### src/rtl/pp_pkg.sv
// Shared constants, FSM state type and parameter-derivation helpers for the
// sequential partial-product generator.
package pp_pkg;

   localparam logic PP_UNSIGNED = 1'b0;
   localparam logic PP_SIGNED   = 1'b1;

   typedef enum logic [0:0] {
      PP_IDLE = 1'b0,
      PP_EMIT = 1'b1
   } pp_state_e;

   function automatic int unsigned pp_clog2(input int unsigned v);
      int unsigned r;
      r = 0;
      for (longint unsigned p = 1; p < longint'(v); p = p << 1) r++;
      return r;
   endfunction

   function automatic int unsigned pp_bw(input int unsigned w);
      return (pp_clog2(w) > 1) ? pp_clog2(w) : 1;
   endfunction

   function automatic int unsigned pp_nbeats(input int unsigned w, input int unsigned k);
      return w / k;
   endfunction

   function automatic bit pp_params_ok(input int unsigned w, input int unsigned k);
      return (w >= 2) && (k >= 1) && ((w % k) == 0);
   endfunction

endpackage

### src/rtl/pp_gen_seq_row.sv
// One partial-product row: shifted (sign/zero-extended) multiplicand, negated
// for the top row in signed mode so the row sum is the two's complement product.
module pp_row_gen
   import pp_pkg::*;
#(
   parameter  int unsigned WIDTH = 16,
   localparam int unsigned BW    = pp_bw(WIDTH),
   localparam int unsigned PW    = 2 * WIDTH
) (
   input  logic             a_bit,
   input  logic [WIDTH-1:0] b,
   input  logic [BW-1:0]    idx,
   input  logic             sgn,
   input  logic             is_msb_row,
   output logic [PW-1:0]    row
);

   logic [PW-1:0] ext_b;
   logic [PW-1:0] shifted;

   always_comb begin
      ext_b   = (sgn == PP_SIGNED) ? {{WIDTH{b[WIDTH-1]}}, b} : {{WIDTH{1'b0}}, b};
      shifted = ext_b << idx;
      row     = '0;
      if (a_bit) begin
         row = ((sgn == PP_SIGNED) && is_msb_row) ? (PW'(0) - shifted) : shifted;
      end
   end

endmodule

### src/rtl/pp_gen_seq.sv
// Sequential partial-product generator: captures an operand pair and streams
// its WIDTH rows out ROWS_PER_BEAT at a time over valid/ready.
module pp_gen_seq
   import pp_pkg::*;
#(
   parameter  int unsigned WIDTH         = 16,
   parameter  int unsigned ROWS_PER_BEAT = 4,
   localparam int unsigned BW            = pp_bw(WIDTH),
   localparam int unsigned PW            = 2 * WIDTH
) (
   input  logic                        clk,
   input  logic                        rst,
   input  logic                        in_valid,
   output logic                        in_ready,
   input  logic [WIDTH-1:0]            in_a,
   input  logic [WIDTH-1:0]            in_b,
   input  logic                        in_signed,
   output logic                        out_valid,
   input  logic                        out_ready,
   output logic [ROWS_PER_BEAT*PW-1:0] out_pp,
   output logic [BW-1:0]               out_row_base,
   output logic                        out_last
);

   localparam int unsigned NBEATS    = pp_nbeats(WIDTH, ROWS_PER_BEAT);
   localparam logic [BW-1:0] LAST_BEAT = BW'(NBEATS - 1);

   if (!pp_params_ok(WIDTH, ROWS_PER_BEAT)) begin : g_param_check
      $error("pp_gen_seq: WIDTH must be >= 2 and a multiple of ROWS_PER_BEAT");
   end

   pp_state_e        state_q, state_d;
   logic [BW-1:0]    beat_q, beat_d;
   logic [WIDTH-1:0] a_q, a_d;
   logic [WIDTH-1:0] b_q, b_d;
   logic             sgn_q, sgn_d;

   always_ff @(posedge clk) begin
      if (rst) begin
         state_q <= PP_IDLE;
         beat_q  <= '0;
         a_q     <= '0;
         b_q     <= '0;
         sgn_q   <= PP_UNSIGNED;
      end else begin
         state_q <= state_d;
         beat_q  <= beat_d;
         a_q     <= a_d;
         b_q     <= b_d;
         sgn_q   <= sgn_d;
      end
   end

   // Next-state and handshake; a new operand may be taken on the final beat handshake.
   always_comb begin
      state_d   = state_q;
      beat_d    = beat_q;
      a_d       = a_q;
      b_d       = b_q;
      sgn_d     = sgn_q;
      in_ready  = 1'b0;
      out_valid = 1'b0;
      out_last  = 1'b0;
      case (state_q)
         PP_IDLE: begin
            in_ready = 1'b1;
            if (in_valid) begin
               a_d     = in_a;
               b_d     = in_b;
               sgn_d   = in_signed;
               beat_d  = '0;
               state_d = PP_EMIT;
            end
         end
         PP_EMIT: begin
            out_valid = 1'b1;
            out_last  = (beat_q == LAST_BEAT);
            if (out_ready) begin
               if (!out_last) begin
                  beat_d = beat_q + BW'(1);
               end else begin
                  in_ready = 1'b1;
                  beat_d   = '0;
                  if (in_valid) begin
                     a_d   = in_a;
                     b_d   = in_b;
                     sgn_d = in_signed;
                  end else begin
                     state_d = PP_IDLE;
                  end
               end
            end
         end
         default: state_d = PP_IDLE;
      endcase
   end

   assign out_row_base = BW'(32'(beat_q) * ROWS_PER_BEAT);

   for (genvar j = 0; j < ROWS_PER_BEAT; j++) begin : g_row
      logic [BW-1:0] idx;
      logic [PW-1:0] row;

      assign idx = out_row_base + BW'(j);

      pp_row_gen #(
         .WIDTH (WIDTH)
      ) u_row (
         .a_bit      (a_q[idx]),
         .b          (b_q),
         .idx        (idx),
         .sgn        (sgn_q),
         .is_msb_row (idx == BW'(WIDTH - 1)),
         .row        (row)
      );

      assign out_pp[j*PW +: PW] = (state_q == PP_EMIT) ? row : '0;
   end

endmodule

### config.mk
export PLATFORM = sky130hd
export DESIGN_NAME = pp_gen_seq
export DESIGN_NICKNAME = d
export VERILOG_FILES = /design/src/rtl/pp_pkg.sv /design/src/rtl/pp_gen_seq_row.sv /design/src/rtl/pp_gen_seq.sv
export SDC_FILE = /design/constraint.sdc
export NUM_CORES = 1
export LEC_CHECK = 0
export CORE_ASPECT_RATIO = 0.75
export CORE_MARGIN = 2
export CORE_UTILIZATION = 46
export DETAILED_ROUTE_END_ITERATION = 10
export GPL_TIMING_DRIVEN = 0
export MAX_ROUTING_LAYER = met4
export PLACE_DENSITY_LB_ADDON = 0.05
export SKIP_CTS_REPAIR_TIMING = 1
export SLEW_MARGIN = 20
export SYNTH_ARGS = -nofsm -noshare
export SYNTH_HDL_FRONTEND = slang
export SYNTH_SLANG_ARGS = --single-unit
### constraint.sdc
create_clock -name clk -period 6.4 [get_ports clk]
set_input_delay 1.28 -clock clk [delete_from_list [all_inputs] [get_ports clk]]
set_output_delay 1.28 -clock clk [all_outputs]
set_load 0.1 [all_outputs]
After elaboration in Yosys (flattened, before gate mapping)
Index checks and enable logic that the tools add are counted.
Widths: inputs -> output; s select.
{"block": "totals", "register_bits": 38}
{"block": "op_classes", "add_sub_neg": 7, "n_lt_le_gt_ge": 4, "eq_ne": 7, "n_shift": 4, "muxes": 45, "bitwise": 1, "reduce_logical": 5}
{"cell": "$mux 32", "count": 12}
{"cell": "$shl 32x4->32", "count": 4}
{"cell": "$mux 16", "count": 6}
{"cell": "$sub 1x32->32 const A", "count": 3}
{"cell": "$pmux 16 s2", "count": 2}
{"cell": "$lt 4x5->1 const B", "count": 4}
{"cell": "$mux 1", "count": 14}
{"cell": "$bmux 1 s4", "count": 3}
{"cell": "$eq 4x4->1 const B", "count": 3}
{"cell": "$mux 4", "count": 3}
{"cell": "$add 4x1->4 const B", "count": 2}
{"cell": "$add 4x2->4 const B", "count": 2}
{"cell": "$pmux 4 s2", "count": 1}
{"cell": "$pmux 1 s2", "count": 3}
{"cell": "$eq 4x2->1 const B", "count": 1}
{"cell": "$ne 2x2->1 const B", "count": 2}
{"cell": "$reduce_and 2->1", "count": 2}
{"cell": "$logic_and 1x1->1", "count": 3}
{"cell": "$bmux 1 s2", "count": 1}
{"cell": "$ne 2x1->1 const B", "count": 1}
{"cell": "$not 1->1", "count": 1}

Longest topological paths before layout
{"block": "depth", "ltp_word": 6, "ltp_mapped": 10, "depth_no_buf": 8}

Modules after synthesis
From an unflattened synthesis, not the netlist that was laid out.
{"block": "hier_totals", "hier_cells": 1773, "hier_area_um2": 13163.9}
{"mod": "pp_row_gen", "n_inst": 4, "cells_per_inst": 338, "area_each_um2": 2451.1, "seq_area_each_um2": 0.0}
{"mod": "pp_gen_seq", "n_inst": 1, "cells_per_inst": 421, "area_each_um2": 3359.5, "seq_area_each_um2": 760.7}

Worst setup path before layout
OpenSTA, ideal clock, no wires.
{"block": "synth_path", "kind": "reg2out", "startpoint": "register beat_q[1]", "endpoint": "output out_pp[123]", "arrival_time_ns": 5.047, "required_ns": 5.120, "path_slack_ns": 0.073, "stages_incl_launch_ff": 7, "n_path_buf": 1, "path_cell_list": "dfxtp_1 > buf_6 > mux4_2 > nor4_2 > nor4b_2 > a31oi_1 > o41ai_1"}
{"block": "synth_between", "elab_chain_cells": 6}
{"element": "start: declaration", "line_no": "pp_gen_seq.sv:33", "rtl": "logic [BW-1:0] beat_q, beat_d;"}
{"element": "start signal: assignment", "line_no": "pp_gen_seq.sv:47", "rtl": "beat_q <= beat_d;"}
{"element": "$add 4x2->4 (*)", "line_no": "pp_gen_seq.sv:104", "rtl": "assign idx = out_row_base + BW'(j);"}
{"element": "$shl 32x4->32 or $eq 4x4->1 (tied branches)", "line_no": "pp_gen_seq_row.sv:23, pp_gen_seq.sv:113"}
{"element": "$sub 1x32->32 or $logic_and 1x1->1 (tied branches)", "line_no": "pp_gen_seq_row.sv:26", "rtl": "row = ((sgn == PP_SIGNED) && is_msb_row) ? (PW'(0) - shifted) : shifted;"}
{"element": "$mux 32", "line_no": "pp_gen_seq_row.sv:26"}
{"element": "$mux 32 (*)", "line_no": "pp_gen_seq_row.sv:25", "rtl": "if (a_bit) begin"}
{"element": "$mux 32 (*)", "line_no": "pp_gen_seq.sv:117", "rtl": "assign out_pp[j*PW +: PW] = (state_q == PP_EMIT) ? row : '0;"}
{"element": "end: declaration", "line_no": "pp_gen_seq.sv:20", "rtl": "output logic [ROWS_PER_BEAT*PW-1:0] out_pp,"}
Every way passes the cells marked *; elsewhere a longest branch is shown, timed or not. The select of a mux whose other input is x is not followed.

Worst setup path after layout
{"block": "layout_path", "startpoint": "register beat_q[0]", "endpoint": "output out_pp[124]"}
Same word-level chain as after synthesis.

==> out/summary.txt <==
Final Cell Area: 5690 sq um
TNS Setup: 0 ns
Final Hold Viols: 0
clk_skew: 0.00479 ns
sequential fraction of the synthesis area: 0.202
final antenna-violating net count: 0
antenna violations before repair: 0
final net count: 764
CP Class: flop to output pin
Worst EP required: 5.12 ns
largest net degree at the start of global routing: 13
most frequent cells in the layout: 162 x clkdlybuf4s50_1, 122 x nor2_1, 100 x nand2_1, 56 x a21oi_1, 38 x dfxtp_1
standard-cell rows: 28
Worst Hold Class: flop to flop
First DRT Iteration DRCs: 333
RSZ-0062 raised after global routing: false
Post-Synthesis Cells: 549
DR DRC count: 0
critical path endpoint category: output pin
max cap viols: 0
FILL cells: 701
GP Congestion: 0.985
clock group share of total power: 0.331
Die Y: 82.4 microns
CP Max Fanout: 10
Placeable Area: 7920 sq um
TritonCTS sink count: 38
FFs w/ async S/R, synth: 0
hold_ws: 0.462 ns
Internal Pwr Total: 0.000505 W
CTS H-tree depth: 2
Port Buf Inserts: 162
Comb pwr share: 0.330
HPWL Detailed: 11.0 mm
number of global-route vias before repair: 4,305
initial core utilization: 0.476
CTS buffer count: 5
Sw Share: 0.354
ratio of cells with drive above 1 in the final layout: 0.101
critical path launch point type: flop
Top Ports: 172
commonest non-fill, non-tap cell in the layout: clkdlybuf4s50_1
Unique masters post-synth: 70
CTS tree: yes
Mapped Area: 3770 sq um
final setup fails: 0
Worst Path Arrival: 4.36 ns
#FFs+latches synth: 38
WL/cell: 16.6 microns
total track usage: 0.314
Syn Area/Cell: 6.86 sq um
pwr/cell area: 137 nW/um^2
first-pass GRT wire length: 21.3 mm
clk root buf: clkbuf_8
Inst Count DP: 823
Post-synth EDFFs: 0
Slew Limit Headroom: 0.338
worst slew pin tran: 0.990 ns
sequential power share: 0.338
die area: 8930 sq um
max-slew violations: 0
fin cells: 831
Max clock buf depth: 2
Net Sw Power: 0.000276 W
peak supply drop: 0.000138 V
Ys Warns: 0
Post-DP Area: 5550 sq um
CTS clk-pin slew, worst paths: 0.08 ns
period utilisation layout: 0.881
clock latency on the worst-skew pair: 0.30 ns
gr ovfl total: 0
run status: completed
vias per cell: 5.66
area delta synth->final: 51.0%
P_leak: 1.94 nW
die width: 108 microns
Max Freq: 177 MHz
post-route minimum period: 5.64 ns
n_diodes: 0
router iterations before antenna repair: 5
Via Count: 4,701
drt total wl: 13.8 mm
predominant post-synthesis flop cell: dfxtp_1
-- routing by layer --
| layer | wire [microns] | share of wire | vias up | global-route usage |
|---|---|---|---|---|
| met5 | 0 | 0 | - | - |
| met2 | 6480 | 0.47 | 252 | 0.506 |
| met1 | 6010 | 0.44 | 2234 | 0.412 |
| met3 | 1150 | 0.084 | 17 | 0.0495 |
| met4 | 157 | 0.011 | 0 | 0.0885 |
| li1 | - | - | 2198 | - |
-- cell families after synthesis --
family | Yosys count | synth area share
compound gates | 112 | 0.192
simple gates | 287 | 0.347
other cells | 1 | 0.000996
xor+xnor | 19 | 0.0442
fa+ha+maj | 2 | 0.00664
buf+inv | 67 | 0.114
flops | 38 | 0.202
mux | 23 | 0.0937
-- flip-flops by register name, summed over array words and instances, names as in the netlist --
signal	flops
a_q	16
b_q	16
beat_q	4
sgn_q	1
state_q	1
-- worst paths after layout --
| path | slack (ns) | start | to | cells past startpoint |
|---|---|---|---|---|
| hold / removal | 0.46 | a_q[7] | a_q[7] | 2 |
| hold reg to reg | 0.46 | a_q[7] | a_q[7] | 2 |
| setup reg to reg | 3.98 | beat_q[1] | b_q[3] | 7 |
| setup / recovery | 0.76 | beat_q[0] | out_pp[124] | 9 |
-- cells in the mapped netlist (3+ instances only) --
cell type  instances  area, sq um
nand2b_1           4         25.0
clkbuf_1          29          109
xnor2_1            9         78.8
nor2b_1            4         25.0
a21oi_1           56          280
a41oi_1            3         26.3
nor3b_1            4         30.0
buf_6              3         33.8
nand3_1            6         30.0
nand3b_1           3         22.5
mux2_2             5         56.3
nand4_1            7         43.8
clkbuf_8           5         68.8
mux4_2             7          158
and4_1             3         26.3
a31oi_1            8         50.1
nor2_1           122          458
inv_1              3         11.3
dfxtp_1           38          761
xor2_1            10         87.6
o21ai_0           12         60.1
and2_1             7         43.8
a2bb2oi_1          3         26.3
o2111ai_1          4         35.0
or2_2              4         25.0
mux2i_1            9         90.1
nand2_1          100          375
nor3_1             8         40.0
buf_4             20          150
-- final cells by class --
class	count	area, sq um	share of cell area
Clock buffer	6	82.6	0.0145
Sequential cell	38	761	0.134
Multi-Input combinational cell	451	2600	0.458
Tap cell	105	131	0.0231
Inverter	4	15.0	0.00264
Buffer	63	414	0.0728
Timing Repair Buffer	162	1620	0.285
Clock inverter	2	60.1	0.0106
-- through the flow --
step / setup slack [ns] / util / power, W
final: 0.764 / 0.718 / 0.000781
after global routing: 0.536 / 0.718 / 0.000812
after floorplan: 0.0729 / - / 0.000450
after detailed placement: 1.19 / 0.700 / 0.000522
after CTS: 0.818 / 0.718 / 0.000776
after global placement: 1.20 / 0.700 / 0.000517
-- power groups by stage --
| stage | Sequential, W | Clock [W] | Combinational, W |
|---|---|---|---|
| floorplan | 0.000266 | 0 | 0.000184 |
| global route | 0.000266 | 0.000271 | 0.000275 |
| global placement | 0.000268 | 0 | 0.000248 |
| detailed placement | 0.000269 | 0 | 0.000253 |
| CTS | 0.000263 | 0.000260 | 0.000254 |
| finish | 0.000264 | 0.000259 | 0.000258 |
-- critical path: stages (launching register included) --
cell,delay [ns]
dfxtp_1,0.38
buf_6,0.20
mux2i_1,0.32
a2bb2oi_1,0.52
and4_1,0.31
buf_4,0.15
nand3_1,0.20
or4_1,0.60
a31oi_1,0.20
clkdlybuf4s50_1,1.17
(Power assumes the default switching activity.)
